## config.mk

```make
export PLATFORM = sky130hd
export DESIGN_NAME = jtgng_ioctl_tx
export DESIGN_NICKNAME = d
export VERILOG_FILES = /design/src/rtl/jtgng_ioctl_tx.sv
export SDC_FILE = /design/constraint.sdc
export NUM_CORES = 1
export LEC_CHECK = 0
export ABC_CLOCK_PERIOD_IN_PS = 2500
export CELL_PAD_IN_SITES_DETAIL_PLACEMENT = 0
export CELL_PAD_IN_SITES_GLOBAL_PLACEMENT = 1
export CORE_MARGIN = 3
export CORE_UTILIZATION = 37
export DETAILED_ROUTE_END_ITERATION = 8
export HOLD_SLACK_MARGIN = 0.06
export PLACE_DENSITY_LB_ADDON = 0.3
export SLEW_MARGIN = 20
export SYNTH_ARGS = -nofsm -noshare
export SYNTH_HDL_FRONTEND = slang
export SYNTH_SLANG_ARGS = --single-unit
```

## constraint.sdc

```tcl
create_clock -name clk -period 2.5 [get_ports clk]
set_input_delay 0.25 -clock clk [delete_from_list [all_inputs] [get_ports clk]]
set_output_delay 0.25 -clock clk [all_outputs]
set_load 0.01 [all_outputs]
```

## src/rtl/jtgng_ioctl_tx.sv

```systemverilog
// jtgng_ioctl_tx: packs bytes from a valid/ready source into 16-bit ioctl_wr words.
// Define JTGNG_IOCTL_CSUM_EN to build the running word checksum on csum.
module jtgng_ioctl_tx #(
    parameter int AW     = 25,
    parameter int WR_GAP = 4
) (
    input  logic          rst,
    input  logic          clk,
    input  logic          start,
    input  logic [AW-1:0] len,
    input  logic          abort,
    input  logic [7:0]    src_data,
    input  logic          src_valid,
    output logic          src_ready,
    output logic          ioctl_download,
    output logic          ioctl_wr,
    output logic [AW-1:0] ioctl_addr,
    output logic [15:0]   ioctl_dout,
    output logic          busy,
    output logic          done,
    output logic [15:0]   csum
);

    typedef enum logic [2:0] {IDLE, LOAD, WRITE, GAP, END} state_t;

    localparam logic [3:0] GAP_LAST = (WR_GAP == 0) ? 4'd0 : 4'(WR_GAP - 1);

    state_t        state_q, state_d;
    logic [AW-1:0] rem_q;
    logic [AW-1:0] addr_q;
    logic [15:0]   dout_q;
    logic [3:0]    gap_cnt_q;
    logic          hi_sel_q;
    logic          done_q;

    logic start_ok, accept, last_byte, gap_last, more, word_end;

    assign start_ok  = (state_q == IDLE) && start && !abort;
    assign accept    = src_ready && src_valid && !abort;
    assign last_byte = hi_sel_q || (rem_q == AW'(1));
    assign gap_last  = (gap_cnt_q == GAP_LAST);
    assign more      = (rem_q != '0);

    // NOTE: every variable written here gets a default first, so no path can infer a latch.
    always_comb begin
        state_d  = state_q;
        word_end = 1'b0;
        case (state_q)
            IDLE:  if (start_ok && len != '0) state_d = LOAD;
            LOAD:  if (accept && last_byte) state_d = WRITE;
            WRITE: begin
                if (WR_GAP == 0) begin
                    word_end = 1'b1;
                    state_d  = more ? LOAD : END;
                end else begin
                    state_d = GAP;
                end
            end
            GAP: begin
                if (gap_last) begin
                    word_end = 1'b1;
                    state_d  = more ? LOAD : END;
                end
            end
            END:     state_d = IDLE;
            default: state_d = IDLE;
        endcase
        // Abort overrides any transition, including a byte handshake this cycle.
        if (abort && state_q != IDLE) state_d = IDLE;
    end

    // NOTE: sequential state uses non-blocking assignments so all registers update from pre-edge values.
    always_ff @(posedge clk or posedge rst) begin
        if (rst) begin
            state_q   <= IDLE;
            rem_q     <= '0;
            addr_q    <= '0;
            dout_q    <= '0;
            gap_cnt_q <= '0;
            hi_sel_q  <= 1'b0;
            done_q    <= 1'b0;
        end else begin
            state_q <= state_d;
            done_q  <= (start_ok && len == '0) || (state_q == END && !abort);

            if (start_ok) begin
                rem_q    <= len;
                addr_q   <= '0;
                hi_sel_q <= 1'b0;
            end

            if (accept) begin
                rem_q <= rem_q - AW'(1);
                if (!hi_sel_q) begin
                    dout_q[7:0] <= src_data;
                    if (rem_q == AW'(1)) dout_q[15:8] <= 8'h00;
                    else                 hi_sel_q     <= 1'b1;
                end else begin
                    dout_q[15:8] <= src_data;
                    hi_sel_q     <= 1'b0;
                end
            end

            if (state_q == WRITE)    gap_cnt_q <= 4'd0;
            else if (state_q == GAP) gap_cnt_q <= gap_cnt_q + 4'd1;

            if (word_end) addr_q <= addr_q + AW'(2);
        end
    end

    assign src_ready      = (state_q == LOAD);
    assign ioctl_download = (state_q != IDLE);
    assign busy           = (state_q != IDLE);
    assign ioctl_wr       = (state_q == WRITE);
    assign ioctl_addr     = addr_q;
    assign ioctl_dout     = dout_q;
    assign done           = done_q;

`ifdef JTGNG_IOCTL_CSUM_EN
    logic [15:0] csum_q;

    always_ff @(posedge clk or posedge rst) begin
        if (rst)                 csum_q <= '0;
        else if (start_ok)       csum_q <= '0;
        else if (state_q == WRITE) csum_q <= csum_q + dout_q;
    end

    assign csum = csum_q;
`else
    assign csum = 16'h0000;
`endif

endmodule

```

==> flow_summary.ini, run 1 <==
[run_status]
outcome = completed

[sta]
slew_violations = 0
fin_crit_sh_pct = 87.3
tightestPinTransition_ns = 0.556
final-setup-viol-count = 0
fin_ws_ns = 0.317
finalHoldViolCount = 0
skew_ns = 0.0103
max_freq_mhz = 458
relSlewSlack_pct = 62.9
rsz0062_at_grt = no
fin_crit_ns = 2.18
tns_ns = 0

[global_route]
grt_pass1_wl_um = 16200
grt_max_degree = 75
grt_pass1_vias = 3181
grt.total_usage_pct = 17.3
antenna_found_initial = 0
grt_overflow = 0

[route]
wl_per_cell_um = 15.4
drt_iter0_drc = 175
first_pass_iters = 4
totalWireLength_um = 9930
vias_per_cell = 5.32
num_vias = 3421
ant_nets = 0
drc = 0

[floorplanning]
dieArea_sq_um = 12000
coreArea_sq_um = 10400
dieWidth_um = 110
initial_core_util_pct = 38.4
io_pins = 100
rows = 37
die_y_um = 110

[yosys]
yosysSeqAreaShare_pct = 46.5
synth_edf_count = 0
synth.distinct_cells = 54
netlist_area_sq_um = 3980
synth_top_cell_by_area = dfrtp_1
netlist.area_leader.share_pct = 46.5
synth_area_per_cell_sq_um = 9.73
synth_area_leaders = dfrtp_1 47%, nand2_1 4.5%, buf_4 3.4%
synth_ff_type = dfrtp_1
ys_warn_count = 0
yosys_register_bits = 74
synth-async-reset-ratio_pct = 100
synthTopCellsByCount = 74 x dfrtp_1, 48 x nand2_1, 33 x nor2_1
synthCells = 409
yosysMostFrequentCell = dfrtp_1

[cts]
post_cts_buffers = 0
insertion_delay_ns = 0.36
ctsHoldBuffers = 0
numCtsBuffers = 9
cts_tree = built
cts_resized = 0
clkSinkCount = 74
clock_path_buffers = 2
clk_pin_slew_ns = 0.09
h-tree-depth = 3
cts_root_buf = clkbuf_8

[layout]
multi_input_area_sq_um = 1930
final_nets = 544
antenna_cells = 0
layout-drive-gt1-share_pct = 10.5
fillers = 1000
area_delta_synth_final_pct = 29.5
seq_area_sq_um = 1850

[worst_setup_path]
crit_family = simple AND/OR/NAND/NOR gates
r2r-end = state_q[0]$_DFFE_PP0P_
cp.required_ns = 2.75
worstSetupEndpointType = flop
slowest_stage = or4_1
path_class = flop to flop
rrSetupSlack_ns = 0.32
critPathLaunchType = flop
r2r-start = rem_q[0]$_DFFE_PP0P_
path_max_fanout = 7
cp.arrival_ns = 2.43
reg2regPathDepth = 7
critPathMaxStageDelay_ns = 0.47
crit_buf_inv = 2
worstPathCellList = inv_1, ha_1, nor3b_1, buf_4, nand4_2, or4_1, a211o_1

[placed_design]
dpl.hpwl_um = 7300
gp_congestion = 0.848
io_buffers = 82
pre_cts_slack_ns = 0.200

[power_and_ir_drop]
p_leak_nw = 2.16
powerDensity_nw_per_um2 = 752
finalPower_mw = 3.88
vdd_drop_max_mv = 0.465

[min_path]
hp-class = primary input to async pin

[flow_run]
cap_violations = 0
worst reg2reg max path: stages (launching register included):
cell	delay (ns)
dfrtp_1	0.43
inv_1	0.12
ha_1	0.20
nor3b_1	0.19
buf_4	0.15
nand4_2	0.21
or4_1	0.47
a211o_1	0.31
final cells by class:
type                    count  area share (%)
multi-input cells         308            37.5
flip-flops and latches     74            35.9
repair buffers             98            18.5
well taps                 136            3.30
clock buffers               9            2.40
clock inverters             7            1.53
inverters                  11           0.801
layout by cell type, fill, tap and decap left out, drive strengths merged, types with 9 or more instances in the layout:
master	synthesis	layout
clkbuf	8	9
buf	24	16
dfrtp	74	74
nand3	20	20
a21oi	12	12
nand4	12	12
o21ai	24	24
nor2	34	34
o211ai	9	9
nand2	49	49
mux2i	12	12
nor4	19	19
conb	1	17
inv	11	12
nor3	13	13
a22o	9	9
clkdlybuf4s50	0	82
per-stage QoR:
| step | utilization, % | instance area [sq um] | hold slack (ns) | instances |
|---|---|---|---|---|
| 5_1_grt | 49.7 | 5150 | 0.344 | 643 |
| 3_3_place_gp | 47.7 | 4950 | 0.474 | 627 |
| 4_1_cts | 49.7 | 5150 | 0.319 | 643 |
| 3_5_place_dp | 47.7 | 4950 | 0.486 | 627 |
| 2_1_floorplan | - | 4040 | 0.321 | 425 |
| 6_report | 49.7 | 5150 | 0.300 | 643 |
per-layer routing:
layer | share of wire (%) | vias to the layer above | GRT usage, %
met5 | 0 | - | 0
met1 | 50 | 1656 | 26.2
met2 | 44 | 84 | 24.5
li1 | - | 1671 | -
met4 | 1.4 | 0 | 6.23
met3 | 5.1 | 10 | 3.17
how the worst max path moves through the flow:
stage | cells past startpoint | end | start | slack, ns
after global routing | 5 | rem_q[23]$_DFFE_PP0P_ | state_q[1]$_DFFE_PP0P_ | 0.09
after global placement | 4 | ioctl_dout[4]$_DFFE_PP0P_ | abort | 0.23
after CTS | 7 | state_q[0]$_DFFE_PP0P_ | rem_q[0]$_DFFE_PP0P_ | 0.32
final | 7 | state_q[0]$_DFFE_PP0P_ | rem_q[0]$_DFFE_PP0P_ | 0.32
after detailed placement | 4 | ioctl_dout[5]$_DFFE_PP0P_ | abort | 0.20
after floorplan | 1 | done$_DFF_PP0_ | rst | 0.37
state kept, by name, summed over array words and instances, names as in the netlist:
name / count
gap_cnt_q: 4
rem_q: 25
state_q: 3
ioctl_dout: 16
hi_sel_q: 1
ioctl_addr: 24
done: 1
logic make-up after synthesis:
| kind of cell | count (synthesis) | synth area share (%) |
|---|---|---|
| flops | 74 | 46.5 |
| mux | 20 | 6.04 |
| compound gates | 89 | 15.1 |
| xor+xnor | 1 | 0.220 |
| other cells | 1 | 0.0942 |
| simple gates | 177 | 24.4 |
| fa+ha+maj | 4 | 1.26 |
| buf+inv | 43 | 6.38 |
where the power goes:
part	internal [mW]	leakage, nW	switching, mW
clock network	0.467	0.0921	0.495
logic	0.640	1.12	0.488
registers	1.49	0.946	0.301
total	2.59	2.16	1.28
No activity file was read; power rests on OpenSTA's default activity.
==> run 2: changes to the inputs <==
--- a/config.mk
+++ b/config.mk
@@ -6,8 +6,10 @@
 export NUM_CORES = 1
 export LEC_CHECK = 0
 export ABC_CLOCK_PERIOD_IN_PS = 2500
+export CAP_MARGIN = 10
 export CELL_PAD_IN_SITES_DETAIL_PLACEMENT = 0
 export CELL_PAD_IN_SITES_GLOBAL_PLACEMENT = 1
+export CORE_ASPECT_RATIO = 1.25
 export CORE_MARGIN = 3
 export CORE_UTILIZATION = 37
 export DETAILED_ROUTE_END_ITERATION = 8
==> flow_summary.ini, run 2 (same netlist as run 1, synthesis figures left out) <==
[sta]
fin_crit_ns = 2.19
relSlewSlack_pct = 61.5
final-setup-viol-count = 0
skew_ns = 0.00431
finalHoldViolCount = 0
tightestPinTransition_ns = 0.577
fin_crit_sh_pct = 87.7
fin_ws_ns = 0.308
max_freq_mhz = 456
rsz0062_at_grt = no
slew_violations = 0
tns_ns = 0

[power_and_ir_drop]
switching_power_mw = 1.29
vdd_drop_max_mv = 0.344
swShare_pct = 29.9
p_int_mw = 3.03
pwr-share-seq_pct = 41.4
p_leak_nw = 2.23
powerDensity_nw_per_um2 = 820
p_comb_share_pct = 26.0
clkPwrFrac_pct = 32.7

[cts]
ctsHoldBuffers = 0
numCtsBuffers = 9
cts_tree = built
h-tree-depth = 3
clock_path_buffers = 2
clkSinkCount = 74
cts_resized = 0
clk_pin_slew_ns = 0.06
cts_root_buf = clkbuf_16
insertion_delay_ns = 0.33
post_cts_buffers = 0

[layout]
area_delta_synth_final_pct = 32.4
largest_register_ffs = 25
fillers = 984
layout-drive-gt1-share_pct = 10.5
multi_input_area_sq_um = 1930
top_register = rem_q
final_nets = 544
antenna_cells = 0
seq_area_sq_um = 1850
post-route-util_pct = 51.1
final_cell_mix = 82 x clkdlybuf4s50_1, 74 x dfrtp_1, 48 x nand2_1
final_common_cell = clkdlybuf4s50_1

[placed_design]
pre_cts_slack_ns = 0.149
dpl.hpwl_um = 7620
io_buffers = 82
gp_congestion = 0.842

[global_route]
grt_pass1_vias = 3299
antenna_found_initial = 0
grt_pass1_wl_um = 16600
grt_max_degree = 37
grt_overflow = 0
grt.total_usage_pct = 17.1

[floorplanning]
initial_core_util_pct = 38.6
dieWidth_um = 98.8
dieArea_sq_um = 12000
coreArea_sq_um = 10300
rows = 41
die_y_um = 122
io_pins = 100

[worst_setup_path]
worstSetupEndpointType = flop
path_max_fanout = 7
cp.required_ns = 2.72
worstPathCellList = inv_1, ha_1, nor3b_1, buf_4, nand4_2, or4_1, a211o_1
crit_family = simple AND/OR/NAND/NOR gates
critPathMaxStageDelay_ns = 0.47
slowest_stage = or4_1
critPathLaunchType = flop
cp.arrival_ns = 2.41
crit_buf_inv = 2
path_class = flop to flop

[min_path]
hp-class = primary input to async pin

[route]
wl_per_cell_um = 15.9
first_pass_iters = 4
totalWireLength_um = 10100
ant_nets = 0
vias_per_cell = 5.39
drt_iter0_drc = 162
drc = 0
num_vias = 3430

[flow_run]
cap_violations = 0

[run_status]
outcome = completed
## run 2: per-layer routing
| metal | wire length, um | vias to the layer above | share of wire (%) | GRT usage, % |
|---|---|---|---|---|
| met4 | 114 | 0 | 1.1 | 5.21 |
| met1 | 4430 | 1651 | 44 | 22.1 |
| met3 | 491 | 9 | 4.9 | 3.21 |
| li1 | - | 1679 | - | - |
| met5 | 0 | - | 0 | 0 |
| met2 | 5070 | 91 | 50 | 28.9 |
## run 2: area by class of cell
class                   count  share of cell area, %
repair buffers             98                   18.1
multi-input cells         308                   36.7
clock buffers              10                   4.53
clock inverters             6                   1.71
well taps                 129                   3.06
inverters                  11                  0.783
flip-flops and latches     74                   35.1
## run 2: path summary, 6_finish.rpt
path	from	to	slack, ns	cells after the start
setup / recovery	rem_q[0]$_DFFE_PP0P_	state_q[0]$_DFFE_PP0P_	0.31	7
hold / removal	rst	ioctl_addr[24]$_DFFE_PP0P_	0.30	2
setup reg to reg	rem_q[0]$_DFFE_PP0P_	state_q[0]$_DFFE_PP0P_	0.31	7
hold reg to reg	ioctl_addr[24]$_DFFE_PP0P_	ioctl_addr[24]$_DFFE_PP0P_	0.50	1
max in group asynchronous	rst	rem_q[12]$_DFFE_PP0P_	1.57	3
min in group clk	ioctl_addr[24]$_DFFE_PP0P_	ioctl_addr[24]$_DFFE_PP0P_	0.50	1
## run 2: stage by stage
stage	std cells	hold WS (ns)	instance area (sq um)	power, mW
3_5_place_dp	620	0.494	4940	2.94
5_1_grt	636	0.367	5270	4.56
4_1_cts	636	0.316	5270	4.36
2_1_floorplan	425	0.321	4040	2.40
3_3_place_gp	620	0.483	4940	2.90
6_report	636	0.301	5270	4.32
## run 2: power by group through the flow
stage          logic [mW]  clock network [mW]  registers, mW
2_1_floorplan       0.609                   0           1.80
3_5_place_dp         1.13                   0           1.80
3_3_place_gp         1.11                   0           1.80
5_1_grt              1.24                1.49           1.83
6_report             1.12                1.41           1.79
4_1_cts              1.14                1.44           1.79
